[config.mk]
export PLATFORM = sky130hd
export DESIGN_NAME = bnn_xnor_act
export DESIGN_NICKNAME = d
export VERILOG_FILES = /design/src/rtl/bnn_xnor_act.sv
export SDC_FILE = /design/constraint.sdc
export NUM_CORES = 1
export LEC_CHECK = 0
export CORE_MARGIN = 5
export CORE_UTILIZATION = 55
export DETAILED_ROUTE_END_ITERATION = 10
export PLACE_DENSITY = 0.84
export SKIP_CTS_REPAIR_TIMING = 1
export SYNTH_ARGS = -nofsm -noshare
export SYNTH_HDL_FRONTEND = slang
export SYNTH_SLANG_ARGS = --single-unit
[constraint.sdc]
create_clock -name iCLK -period 8.2 [get_ports iCLK]
set_input_delay 1.23 -clock iCLK [delete_from_list [all_inputs] [get_ports iCLK]]
set_output_delay 1.23 -clock iCLK [all_outputs]
set_load 0.05 [all_outputs]
[src/rtl/bnn_xnor_act.sv]
// bnn_xnor_act
// Binary neural-network neuron engine. For each output neuron, it accumulates
// the XNOR popcount of streamed activation/weight beats. On the final beat it
// emits the sign activation (acc >= threshold) as a one-bit write into a
// downstream max-pool buffer. After NUM_OUT neurons it pulses oDONE and returns
// to idle.
//
// Ports
//   iCLK      clock, all state updates on posedge
//   iRST      asynchronous active-high reset
//   iSTART    frame start pulse, honoured only while idle
//   iTHRESH   activation threshold, latched on an accepted iSTART
//   iVALID    input beat valid
//   iLAST     final beat of the current neuron (qualified by iVALID)
//   iDATA     binary activations (1 = +1, 0 = -1)
//   iWEIGHT   binary weights, same encoding
//   oREADY    beats are accepted when iVALID & oREADY
//   oDATA     sign activation of the finished neuron, 0 outside strobes
//   oADDR     neuron index of the last emitted result
//   oWriteEN  one-cycle write strobe for oDATA/oADDR
//   oDONE     one-cycle pulse after the final neuron of a frame
module bnn_xnor_act #(
  parameter int IN_W    = 8,
  parameter int ACC_W   = 8,
  parameter int NUM_OUT = 100
) (
  input  logic             iCLK,
  input  logic             iRST,
  input  logic             iSTART,
  input  logic [ACC_W-1:0] iTHRESH,
  input  logic             iVALID,
  input  logic             iLAST,
  input  logic [IN_W-1:0]  iDATA,
  input  logic [IN_W-1:0]  iWEIGHT,
  output logic             oREADY,
  output logic             oDATA,
  output logic [6:0]       oADDR,
  output logic             oWriteEN,
  output logic             oDONE
);

  localparam int PC_W  = $clog2(IN_W + 1);
  localparam int SUM_W = ((ACC_W > PC_W) ? ACC_W : PC_W) + 1;
  localparam logic [6:0] LAST_IDX = 7'(NUM_OUT - 1);

  typedef enum logic [1:0] {ST_IDLE, ST_ACC, ST_EMIT} state_t;

  state_t           state_q;
  logic [ACC_W-1:0] acc_q;
  logic [ACC_W-1:0] thresh_q;
  logic [6:0]       cnt_q;
  logic [6:0]       addr_q;
  logic             wen_q;
  logic             data_q;
  logic             done_q;
  logic [ACC_W-1:0] acc_d;

  // Count of matching bit positions (XNOR = 1 where activation equals weight).
  function automatic logic [PC_W-1:0] popcnt(input logic [IN_W-1:0] x);
    logic [PC_W-1:0] c;
    c = '0;
    for (int i = 0; i < IN_W; i++) begin
      c = c + PC_W'(x[i]);
    end
    return c;
  endfunction

  // Accumulator add that clamps at all-ones instead of wrapping.
  function automatic logic [ACC_W-1:0] sat_add(input logic [ACC_W-1:0] a,
                                               input logic [PC_W-1:0]  b);
    logic [SUM_W-1:0] s;
    s = SUM_W'(a) + SUM_W'(b);
    if (s > SUM_W'({ACC_W{1'b1}})) begin
      return {ACC_W{1'b1}};
    end
    return s[ACC_W-1:0];
  endfunction

  assign acc_d = sat_add(acc_q, popcnt(~(iDATA ^ iWEIGHT)));

  always_ff @(posedge iCLK or posedge iRST) begin
    if (iRST) begin
      state_q  <= ST_IDLE;
      acc_q    <= '0;
      thresh_q <= '0;
      cnt_q    <= '0;
      addr_q   <= '0;
      wen_q    <= 1'b0;
      data_q   <= 1'b0;
      done_q   <= 1'b0;
    end else begin
      // Strobes default low; each is raised for exactly one cycle below.
      wen_q  <= 1'b0;
      data_q <= 1'b0;
      done_q <= 1'b0;
      case (state_q)
        ST_IDLE: begin
          if (iSTART) begin
            thresh_q <= iTHRESH;
            acc_q    <= '0;
            cnt_q    <= '0;
            state_q  <= ST_ACC;
          end
        end
        ST_ACC: begin
          if (iVALID) begin
            acc_q <= acc_d;
            if (iLAST) begin
              // Decide on the updated sum so the final beat counts.
              wen_q   <= 1'b1;
              data_q  <= (acc_d >= thresh_q);
              addr_q  <= cnt_q;
              state_q <= ST_EMIT;
            end
          end
        end
        ST_EMIT: begin
          acc_q <= '0;
          if (cnt_q == LAST_IDX) begin
            cnt_q   <= '0;
            done_q  <= 1'b1;
            state_q <= ST_IDLE;
          end else begin
            cnt_q   <= cnt_q + 7'd1;
            state_q <= ST_ACC;
          end
        end
        default: state_q <= ST_IDLE;
      endcase
    end
  end

  assign oREADY   = (state_q == ST_ACC);
  assign oDATA    = data_q;
  assign oADDR    = addr_q;
  assign oWriteEN = wen_q;
  assign oDONE    = done_q;

endmodule

==> qor.yml, run 1 <==
num_rows: 22
finalCritPeriodShare_pct: 73.1
grt-ovfl-total: 0
grt_first_pass_wirelength_mm: 7.44
outcome: "finished clean"
pin_count_of_the_biggest_net_entering_global_routing: 36
post_drt_wl_per_cell_um: 14.2
yosysTopAreaCell: "sky130_fd_sc_hd__dfrtp_1"
synthesis.instances: 219
final_max_slew_viol_count: 0
static-leakage-power_nw: 1.23
setup.worst_path.end_class: "flop"
number_of_enable_flip_flop_cells_after_synthesis: 0
ys_async_sr_fraction_pct: 100
critPathArrivalTime_ps: 6160
setup_violations: 0
buffer_ports.inserted: 39
netlist_top_cells_area: "sky130_fd_sc_hd__dfrtp_1 41%, sky130_fd_sc_hd__ha_1 8.9%, sky130_fd_sc_hd__nand2_1 7.6%"
timing_worst_slew_pin_value_ps: 505
postRouteAntennaNets: 0
drc: 0
worstSetupPathType: "in -> reg"
place_congestion: 0.858
finClkSkew_ps: 7.14
hold_class: "reg -> reg"
min_period_ps: 5990
worst-path-max-fanout: 4
postLayoutCellArea_um2: 2640
dr.pass1.iters: 4
cts.sinks: 35
ys.flop_type: "sky130_fd_sc_hd__dfrtp_1"
clkLatencyLatePin_ps: 290
io_pins: 40
via_per_instance_ratio: 5.58
mappedNetlistArea_um2: 2120
timing.critical_path.required_ps: 8360
syn_avg_cell_area_um2: 9.66
irDropWorstVdd_mv: 0.214
max_slew_margin_pct: 66.2
fmax_mhz: 167
cts_inserted_buffers: 5
floorplan.die.width_um: 72.0
design.die.area_um2: 5190
setup_repair_after_global_routing_missed_its_margin: "no"
grt_pass1_vias: 1757
num_antenna_cells: 0
yosys_register_bits: 35
dp_hpwl_mm: 3.42
cap_violations: 0
synth_cell_types: 52
wirelength_mm: 4.43
power-per-cell-area_nw_per_um2: 315
crit_path_start_kind: "primary input"
most_used_standard_cell_by_instance_count_after_synthesis: "sky130_fd_sc_hd__nand2_1"
synth_largest_type_area_fraction_pct: 41.4
hold_violations: 0
die_h_um: 72.0
seq_area_frac_synth_pct: 41.4
initial_utilization_pct: 57.4
drive_gt1_share_pct: 6.84
clockBufferDepth: 2
nets_finish: 311
areaGrowthSynthToFinish_pct: 24.5
setup_tns_ps: 0
clock-root-buffer: "sky130_fd_sc_hd__clkbuf_8"
fillers: 269
drt_first_iter_violations: 62
yosysWarnings: 0
placeableCoreArea_um2: 3690
ctsHtreeMaxLevel: 2
post_dp_cell_area_um2: 2550
path_clk_slew_ps: 70
synth.cells.most_frequent: "43 x sky130_fd_sc_hd__nand2_1, 35 x sky130_fd_sc_hd__dfrtp_1, 15 x sky130_fd_sc_hd__ha_1"
syn-num-nets: 268
number_of_antenna_violations_at_the_first_check_in_global_routing: 0
cts_tree: "built"
grtUsageTotal_pct: 18.0
routed-via-count: 1734
==> cell families (layout without fill, tap and decap cells) <==
group	count (synthesis)	in the layout	synth area share [%]
compound gates	50	50	15.7
xor+xnor	11	11	4.55
fa+ha+maj	20	20	13.6
buf+inv	20	64	4.14
flops	35	35	41.4
mux	4	4	2.07
simple gates	79	79	18.5
==> worst max-delay path, stage by stage <==
cell and delay, ps:
sky130_fd_sc_hd__clkdlybuf4s50_1 420, sky130_fd_sc_hd__xnor2_1 150, sky130_fd_sc_hd__fa_1 500, sky130_fd_sc_hd__inv_1 50
sky130_fd_sc_hd__fa_1 530, sky130_fd_sc_hd__inv_1 70, sky130_fd_sc_hd__fa_1 510, sky130_fd_sc_hd__fa_1 470
sky130_fd_sc_hd__fa_1 440, sky130_fd_sc_hd__a211oi_1 430, sky130_fd_sc_hd__nor2_1 160, sky130_fd_sc_hd__nand2_1 120
sky130_fd_sc_hd__mux2_2 330, sky130_fd_sc_hd__ha_1 290, sky130_fd_sc_hd__and3_1 170, sky130_fd_sc_hd__a22oi_1 190
sky130_fd_sc_hd__a31oi_1 100
==> cell type report <==
type | count | area, µm² | area share [%]
Sequential cell | 35 | 876 | 33.2
Timing Repair Buffer | 41 | 405 | 15.4
Inverter | 15 | 56.3 | 2.14
Tap cell | 48 | 60.1 | 2.28
Clock inverter | 2 | 12.5 | 0.475
Multi-Input combinational cell | 164 | 1150 | 43.7
Clock buffer | 6 | 72.6 | 2.75
==> per-stage QoR <==
stage               utilization (%)  hold WS (ps)  worst slack (ps)  power (W)  instances
finish                         71.4           472              2210   0.000831        311
global route                   71.4           516              1900   0.000900        311
CTS                            71.4           480              2210   0.000832        311
detailed placement             69.1           462              1910   0.000710        303
global placement               69.1           457              2030   0.000693        303
floorplan                         -           480              2610   0.000583        219
==> placed cells by master (no fill, tap or decap), drive strengths merged, types with 2 or more instances in the layout <==
cell type and instances:
nand2 43, clkdlybuf4s50 39, dfrtp 35, o21ai 17, ha 15, inv 15, nor2 10, a21oi 7
xnor2 7, clkbuf 6, a31oi 5, fa 5, nand3 5, nand2b 4, a22o 4, xor2 4
a21o 4, and2 3, and3 3, mux2 3, nor3 2, buf 2
==> where the power goes <==
part / switching, W / leakage [nW] / internal, W
combinational: 0.000262 / 0.724 / 0.000196
clock: 0.0000638 / 0.0412 / 0.0000593
sequential: 0.0000317 / 0.464 / 0.000219
==> worst paths after layout <==
kind	startpoint	endpoint	slack, ps	depth (start not counted)
max in group asynchronous	iRST	oWriteEN$_DFF_PP0_	6550	3
max reg2reg	acc_q[0]$_DFFE_PP0P_	oDATA$_DFF_PP0_	3270	15
min in group asynchronous	iRST	cnt_q[5]$_DFFE_PP0P_	1340	3
min reg2reg	oADDR[1]$_DFFE_PP0P_	oADDR[1]$_DFFE_PP0P_	470	2
max	iWEIGHT[0]	oDATA$_DFF_PP0_	2210	17
min	oADDR[1]$_DFFE_PP0P_	oADDR[1]$_DFFE_PP0P_	470	2
==> per-layer routing <==
layer	track usage, %	up-vias	part of all wire, %	wire (µm)
li1	-	843	-	-
met1	21.0	841	42	1850
met2	32.0	43	53	2330
met3	4.02	7	4.4	194
met4	7.10	0	1.2	55
met5	0	-	0	0
==> state kept, by name (all words and copies together) (netlist names) <==
signal and count:
oDATA 1, acc_q 8, oWriteEN 1, oDONE 1, state_q 2, oADDR 7
cnt_q 7, thresh_q 8
Power figures use the tool's default switching activity.
==> run 2: changes to the inputs <==
--- a/config.mk
+++ b/config.mk
@@ -6,9 +6,9 @@
 export NUM_CORES = 1
 export LEC_CHECK = 0
 export CORE_MARGIN = 5
-export CORE_UTILIZATION = 55
+export CORE_UTILIZATION = 52
 export DETAILED_ROUTE_END_ITERATION = 10
-export PLACE_DENSITY = 0.84
+export PLACE_DENSITY = 0.8
 export SKIP_CTS_REPAIR_TIMING = 1
 export SYNTH_ARGS = -nofsm -noshare
 export SYNTH_HDL_FRONTEND = slang
==> constraint.sdc (replaced) <==
create_clock -name iCLK -period 5.65 [get_ports iCLK]
set_input_delay 0.8475 -clock iCLK [delete_from_list [all_inputs] [get_ports iCLK]]
set_output_delay 0.8475 -clock iCLK [all_outputs]
set_load 0.05 [all_outputs]
==> qor.yml, run 2 (synthesis results as in run 1) <==
regToRegEndpoint: "oDATA$_DFF_PP0_"  # unchanged
initial_utilization_pct: 53.3  # was 57.4%
path_clk_slew_ps: 80  # was 70 ps
dr.pass1.iters: 4  # unchanged
cts.sinks: 35  # unchanged
end_point_of_the_worst_hold_path: "oADDR[5]$_DFFE_PP0P_"  # was oADDR[1]$_DFFE_PP0P_
cts_inserted_buffers: 5  # unchanged
clock-root-buffer: "sky130_fd_sc_hd__clkbuf_8"  # unchanged
crit_path_start_kind: "primary input"  # unchanged
final.hold.worst_slack_ps: 482  # was 472 ps
via_per_instance_ratio: 5.45  # was 5.58
finClkSkew_ps: 10.1  # was 7.14 ps
critical_path.reg2reg.startpoint: "acc_q[0]$_DFFE_PP0P_"  # unchanged
nets_finish: 314  # was 311
drive_gt1_share_pct: 8.65  # was 6.84%
dpl_worst_slack_ps: -121  # was 1910 ps
pin_count_of_the_biggest_net_entering_global_routing: 36  # unchanged
postRouteAntennaNets: 0  # unchanged
areaGrowthSynthToFinish_pct: 27.3  # was 24.5%
setup.worst_path.end_class: "flop"  # unchanged
dp_hpwl_mm: 3.44  # was 3.42 mm
cp_num_cells: 17  # unchanged
reg_top3: "acc_q x8, thresh_q x8"  # unchanged
timing.critical_path.required_ps: 5820  # was 8360 ps
layout_common_cells: "43 x sky130_fd_sc_hd__nand2_1, 39 x sky130_fd_sc_hd__clkdlybuf4s50_1, 35 x sky130_fd_sc_hd__dfrtp_1"  # unchanged
ctsHtreeMaxLevel: 2  # unchanged
timing_worst_slew_pin_value_ps: 506  # was 505 ps
static-leakage-power_nw: 1.26  # was 1.23 nW
clkLatencyLatePin_ps: 290  # about the same
place_congestion: 0.872  # was 0.858
cpLargestDelayFamily: "adder cells"  # unchanged
critical_path.n_buffers_inverters: 3  # unchanged
area.sequential_um2: 876  # unchanged
cap_violations: 0  # unchanged
floorplan.die.width_um: 73.8  # was 72.0 µm
io_pins: 40  # unchanged
num_rows: 23  # was 22
setup_repair_after_global_routing_missed_its_margin: "no"  # unchanged
post_drt_wl_per_cell_um: 14.1  # was 14.2 µm
placeableCoreArea_um2: 3970  # was 3690 µm²
final.setup.worst_slack_ps: 241  # was 2210 ps
critPathArrivalTime_ps: 5580  # was 6160 ps
buffer_ports.inserted: 39  # unchanged
design.die.area_um2: 5440  # was 5190 µm²
final_max_slew_viol_count: 0  # unchanged
grt_pass1_vias: 1684  # was 1757
irDropWorstVdd_mv: 0.293  # was 0.214 mV
timing.hold.worst.start: "oADDR[5]$_DFFE_PP0P_"  # was oADDR[1]$_DFFE_PP0P_
hold_class: "reg -> reg"  # unchanged
layout_commonest_cell: "sky130_fd_sc_hd__nand2_1"  # unchanged
fin_util_pct: 67.8  # was 71.4%
finalCritPeriodShare_pct: 95.7
die_h_um: 73.8  # was 72.0 µm
cpMaxStageDelayCell: "sky130_fd_sc_hd__fa_1"  # unchanged
drc: 0  # unchanged
grtUsageTotal_pct: 17.7  # was 18.0%
critPathMostFrequentCell: "sky130_fd_sc_hd__fa_1"  # unchanged
critical-path-max-stage-delay_ps: 520  # was 530 ps
routed-via-count: 1722  # was 1734
power-per-cell-area_nw_per_um2: 474  # was 315 nW/µm²
crit_path_cell_trace: "clkdlybuf4s50_1 -> xnor2_1 -> fa_1 -> inv_1 -> fa_1 -> inv_1 -> fa_1 -> fa_1 -> fa_1 -> a211oi_2 -> nor2_1 -> nand2_1 -> mux2_2 -> ha_1 -> and3_1 -> a22oi_1 -> a31oi_1"  # was clkdlybuf4s50_1 -> xnor2_1 -> fa_1 -> inv_1 -> fa_1 -> inv_1 -> fa_1 -> fa_1 -> fa_1 -> a211oi_1 -> nor2_1 -> nand2_1 -> mux2_2 -> ha_1 -> and3_1 -> a22oi_1 -> a31oi_1
min_delay_path_depth: 2  # unchanged
multi_input_comb_area_um2: 1160  # was 1150 µm²
fmax_mhz: 185
wirelength_mm: 4.46  # was 4.43 mm
worst-r2r-cell-count: 15  # unchanged
cts_tree: "built"  # unchanged
worstSetupPathType: "in -> reg"  # unchanged
worst-path-max-fanout: 4  # unchanged
hold_violations: 0  # unchanged
setup_violations: 0  # unchanged
number_of_antenna_violations_at_the_first_check_in_global_routing: 0  # unchanged
num_antenna_cells: 0  # unchanged
fillers: 324  # was 269
drt_first_iter_violations: 97  # was 62
clockBufferDepth: 2  # unchanged
timing.reg2reg.setup_slack_ps: 930  # was 3270 ps
min_period_ps: 5410
grt-ovfl-total: 0  # unchanged
outcome: "finished clean"  # unchanged
grt_first_pass_wirelength_mm: 7.37  # was 7.44 mm
max_slew_margin_pct: 66.2  # about the same
[run 2: changes by cell type in the layout (fill, tap and decap cells not counted)]
| cell | delta |
|---|---|
| sky130_fd_sc_hd__clkinv_4 | +1 |
| sky130_fd_sc_hd__clkbuf_1 | -1 |
| sky130_fd_sc_hd__clkinvlp_4 | -1 |
| sky130_fd_sc_hd__a211oi_2 | +1 |
| sky130_fd_sc_hd__bufinv_16 | +1 |
| sky130_fd_sc_hd__a211oi_1 | -1 |
| sky130_fd_sc_hd__buf_4 | +3 |
[run 2: worst max-delay path by stage]
stage                     slack, ps              end        from
final                           240  oDATA$_DFF_PP0_  iWEIGHT[0]
after global routing             20  oDATA$_DFF_PP0_  iWEIGHT[0]
after CTS                       180  oDATA$_DFF_PP0_  iWEIGHT[0]
after detailed placement       -120  oDATA$_DFF_PP0_  iWEIGHT[0]
after global placement          -40  oDATA$_DFF_PP0_  iWEIGHT[0]
after floorplan                 440  oDATA$_DFF_PP0_    iDATA[0]
[run 2: through the flow]
| stage | area [µm²] | TNS [ps] | total power (W) | cells |
|---|---|---|---|---|
| detailed placement | 2570 | -121 | 0.00105 | 308 |
| CTS | 2690 | 0 | 0.00128 | 316 |
| global route | 2690 | 0 | 0.00138 | 316 |
| finish | 2690 | 0 | 0.00128 | 316 |
| global placement | 2570 | -39.9 | 0.00104 | 308 |
| floorplan | 2120 | 0 | 0.000846 | 219 |
[run 2: area by class of cell]
| class | instances | share of cell area (%) |
|---|---|---|
| inverters | 15 | 2.09 |
| well taps | 50 | 2.32 |
| multi-input cells | 164 | 43.0 |
| repair buffers | 44 | 15.9 |
| clock inverters | 3 | 1.63 |
| flip-flops and latches | 35 | 32.5 |
| clock buffers | 5 | 2.56 |
[run 2: routing by layer]
layer / track usage [%] / up-vias / share of wire (%)
met5: 0 / - / 0
met4: 7.85 / 0 / 1.4
met3: 4.51 / 7 / 5.0
met2: 30.1 / 37 / 51
met1: 20.8 / 827 / 43
li1: - / 851 / -
[run 2: where the power goes]
group | switching, W | total (W) | internal, W | leakage, nW
Combinational | 0.000375 | 0.000682 | 0.000308 | 0.739
Clock | 0.0000976 | 0.000229 | 0.000131 | 0.0581
Sequential | 0.0000482 | 0.000365 | 0.000317 | 0.464
[run 2: tightest hold or removal path, cell delays in order, from the launching register on]
cell and delay, ps:
sky130_fd_sc_hd__dfrtp_1 350, sky130_fd_sc_hd__nand2_1 50, sky130_fd_sc_hd__nand2_1 50
==> run 3: changes to the inputs <==
--- a/config.mk
+++ b/config.mk
@@ -9,7 +9,9 @@
 export CORE_UTILIZATION = 52
 export DETAILED_ROUTE_END_ITERATION = 10
 export PLACE_DENSITY = 0.8
+export REMOVE_ABC_BUFFERS = 1
 export SKIP_CTS_REPAIR_TIMING = 1
+export SLEW_MARGIN = 10
 export SYNTH_ARGS = -nofsm -noshare
 export SYNTH_HDL_FRONTEND = slang
 export SYNTH_SLANG_ARGS = --single-unit
==> qor.yml, run 3 (synthesis results as in run 1) <==
io_pins: 40  # unchanged
timing.reg2reg.setup_slack_ps: 920  # was 930 ps
clkLatencyLatePin_ps: 300  # was 290 ps
layout_common_cells: "43 x sky130_fd_sc_hd__nand2_1, 39 x sky130_fd_sc_hd__clkdlybuf4s50_1, 35 x sky130_fd_sc_hd__dfrtp_1"  # unchanged
clockBufferDepth: 2  # unchanged
path_clk_slew_ps: 70  # was 80 ps
outcome: "finished clean"  # unchanged
pin_count_of_the_biggest_net_entering_global_routing: 36  # unchanged
critical_path.startpoint: "iDATA[0]"  # was iWEIGHT[0]
cap_violations: 0  # unchanged
nets_finish: 315  # was 314
timing.critical_path.required_ps: 5820  # about the same
clock_power_share_pct: 20.0  # was 17.9%
timing_worst_slew_pin_value_ps: 857  # was 506 ps
clock-root-buffer: "sky130_fd_sc_hd__clkbuf_8"  # unchanged
setup_violations: 0  # unchanged
worstSetupPathType: "in -> reg"  # unchanged
place_congestion: 0.825  # was 0.872
setup.worst_path.end_class: "flop"  # unchanged
floorplan.die.width_um: 73.8  # unchanged
routed-via-count: 1727  # was 1722
last_element_of_the_critical_path: "oDATA$_DFF_PP0_"  # unchanged
critical-path-max-stage-delay_ps: 530  # was 520 ps
p_int_w: 0.000813  # was 0.000757 W
hold_class: "reg -> reg"  # unchanged
areaGrowthSynthToFinish_pct: 29.0  # was 27.3%
max_slew_margin_pct: 42.6  # was 66.2%
initial_utilization_pct: 53.3  # unchanged
critical_path.reg2reg.startpoint: "acc_q[0]$_DFFE_PP0P_"  # unchanged
final_max_slew_viol_count: 0  # unchanged
critPathArrivalTime_ps: 5560  # was 5580 ps
drt_first_iter_violations: 99  # was 97
postRouteAntennaNets: 0  # unchanged
fin_util_pct: 68.7  # was 67.8%
static-leakage-power_nw: 1.27  # was 1.26 nW
crit_path_start_kind: "primary input"  # unchanged
postLayoutCellArea_um2: 2730  # was 2690 µm²
critPathMostFrequentCell: "sky130_fd_sc_hd__fa_1"  # unchanged
irDropWorstVdd_mv: 0.390  # was 0.293 mV
cts_inserted_buffers: 5  # unchanged
dp_hpwl_mm: 3.50  # was 3.44 mm
worst-path-max-fanout: 4  # unchanged
ctsHtreeMaxLevel: 2  # unchanged
placeableCoreArea_um2: 3970  # unchanged
regToRegEndpoint: "oDATA$_DFF_PP0_"  # unchanged
power-per-cell-area_nw_per_um2: 494  # was 474 nW/µm²
hold_violations: 0  # unchanged
cts.sinks: 35  # unchanged
fillers: 312  # was 324
number_of_antenna_violations_at_the_first_check_in_global_routing: 0  # unchanged
via_per_instance_ratio: 5.45  # about the same
switchingPower_w: 0.000536  # was 0.000520 W
worst-r2r-cell-count: 15  # unchanged
sequentialPowerShare_pct: 27.1  # was 28.6%
cts_tree: "built"  # unchanged
grt_first_pass_wirelength_mm: 7.73  # was 7.37 mm
dr.pass1.iters: 4  # unchanged
layout_commonest_cell: "sky130_fd_sc_hd__nand2_1"  # unchanged
crit_path_cell_trace: "clkdlybuf4s50_1 -> xnor2_1 -> fa_1 -> inv_1 -> fa_1 -> inv_1 -> fa_1 -> fa_1 -> fa_1 -> a211oi_2 -> nor2_2 -> nand2_1 -> mux2_2 -> ha_1 -> and3_1 -> a22oi_1 -> a31oi_1"  # was clkdlybuf4s50_1 -> xnor2_1 -> fa_1 -> inv_1 -> fa_1 -> inv_1 -> fa_1 -> fa_1 -> fa_1 -> a211oi_2 -> nor2_1 -> nand2_1 -> mux2_2 -> ha_1 -> and3_1 -> a22oi_1 -> a31oi_1
grtUsageTotal_pct: 18.8  # was 17.7%
num_rows: 23  # unchanged
post_drt_wl_per_cell_um: 14.6  # was 14.1 µm
grt_pass1_vias: 1675  # was 1684
drive_gt1_share_pct: 9.36  # was 8.65%
wirelength_mm: 4.62  # was 4.46 mm
setup_repair_after_global_routing_missed_its_margin: "no"  # unchanged
die_h_um: 73.8  # unchanged
num_antenna_cells: 0  # unchanged
finClkSkew_ps: 7.29  # was 10.1 ps
finalCritPeriodShare_pct: 95.4  # was 95.7%
buffer_ports.inserted: 39  # unchanged
grt-ovfl-total: 0  # unchanged
comb_power_share_pct: 52.8  # was 53.4%
cpMaxStageDelayCell: "sky130_fd_sc_hd__fa_1"  # unchanged
reg_top3: "acc_q x8, thresh_q x8"  # unchanged
post_dp_cell_area_um2: 2580  # was 2570 µm²
design.die.area_um2: 5440  # unchanged
power_switching_share_pct: 39.7  # was 40.8%
drc: 0  # unchanged
min_period_ps: 5390  # was 5410 ps
fmax_mhz: 185  # about the same
[run 3: changes by cell type in the layout (fill, tap and decap cells not counted), sizes merged]
cell / change
buf: +1
bufinv: +1
clkbuf: +1
clkinv: -2
[run 3: power groups by stage]
stage	clock network (W)	logic, W	registers (W)
final	0.000270	0.000713	0.000366
after global routing	0.000285	0.000795	0.000374
after CTS	0.000274	0.000705	0.000365
after detailed placement	0	0.000697	0.000369
after global placement	0	0.000687	0.000366
after floorplan	0	0.000443	0.000397
[run 3: worst min path at each step]
| stage | from | to | slack [ps] | depth (start not counted) |
|---|---|---|---|---|
| floorplan | acc_q[1]$_DFFE_PP0P_ | acc_q[1]$_DFFE_PP0P_ | 480 | 1 |
| global placement | oADDR[0]$_DFFE_PP0P_ | oADDR[0]$_DFFE_PP0P_ | 460 | 2 |
| detailed placement | oADDR[4]$_DFFE_PP0P_ | oADDR[4]$_DFFE_PP0P_ | 470 | 2 |
| CTS | oADDR[4]$_DFFE_PP0P_ | oADDR[4]$_DFFE_PP0P_ | 480 | 2 |
| global route | oADDR[6]$_DFFE_PP0P_ | oADDR[6]$_DFFE_PP0P_ | 500 | 2 |
| finish | oADDR[0]$_DFFE_PP0P_ | oADDR[0]$_DFFE_PP0P_ | 480 | 2 |
[run 3: layer usage]
metal  GRT usage, %  vias to the layer above  wire [µm]
met5              0                        -          0
met4           6.64                        0         60
met3           4.10                        7        198
met2           32.0                       29       2410
met1           23.3                      835       1950
li1               -                      856          -
[run 3: layout make-up]
type	instances	area [µm²]	area share [%]
clock inverters	2	60.1	2.20
flip-flops and latches	35	876	32.1
well taps	50	62.6	2.29
clock buffers	6	72.6	2.66
multi-input cells	164	1170	42.7
repair buffers	45	435	16.0
inverters	15	56.3	2.06
[run 3: metrics by stage]
| stage | hold slack (ps) | cells | total power (W) | setup TNS [ps] | setup WS, ps |
|---|---|---|---|---|---|
| after floorplan | 480 | 214 | 0.000840 | 0 | 440 |
| after detailed placement | 466 | 309 | 0.00107 | -152 | -152 |
| after global routing | 497 | 317 | 0.00145 | 0 | 29.6 |
| after global placement | 457 | 309 | 0.00105 | 0 | 8.62 |
| after CTS | 483 | 317 | 0.00134 | 0 | 122 |
| final | 478 | 317 | 0.00135 | 0 | 258 |
[run 3: critical path: cells and delay by family]
family | cells | cell delay (ps)
adders and majority gates | 6 | 2730
AOI/OAI and AO/OA | 3 | 570
buffers and inverters | 3 | 520
and+or+nand+nor | 3 | 390
muxes | 1 | 330
xor gates and xnor gates | 1 | 150
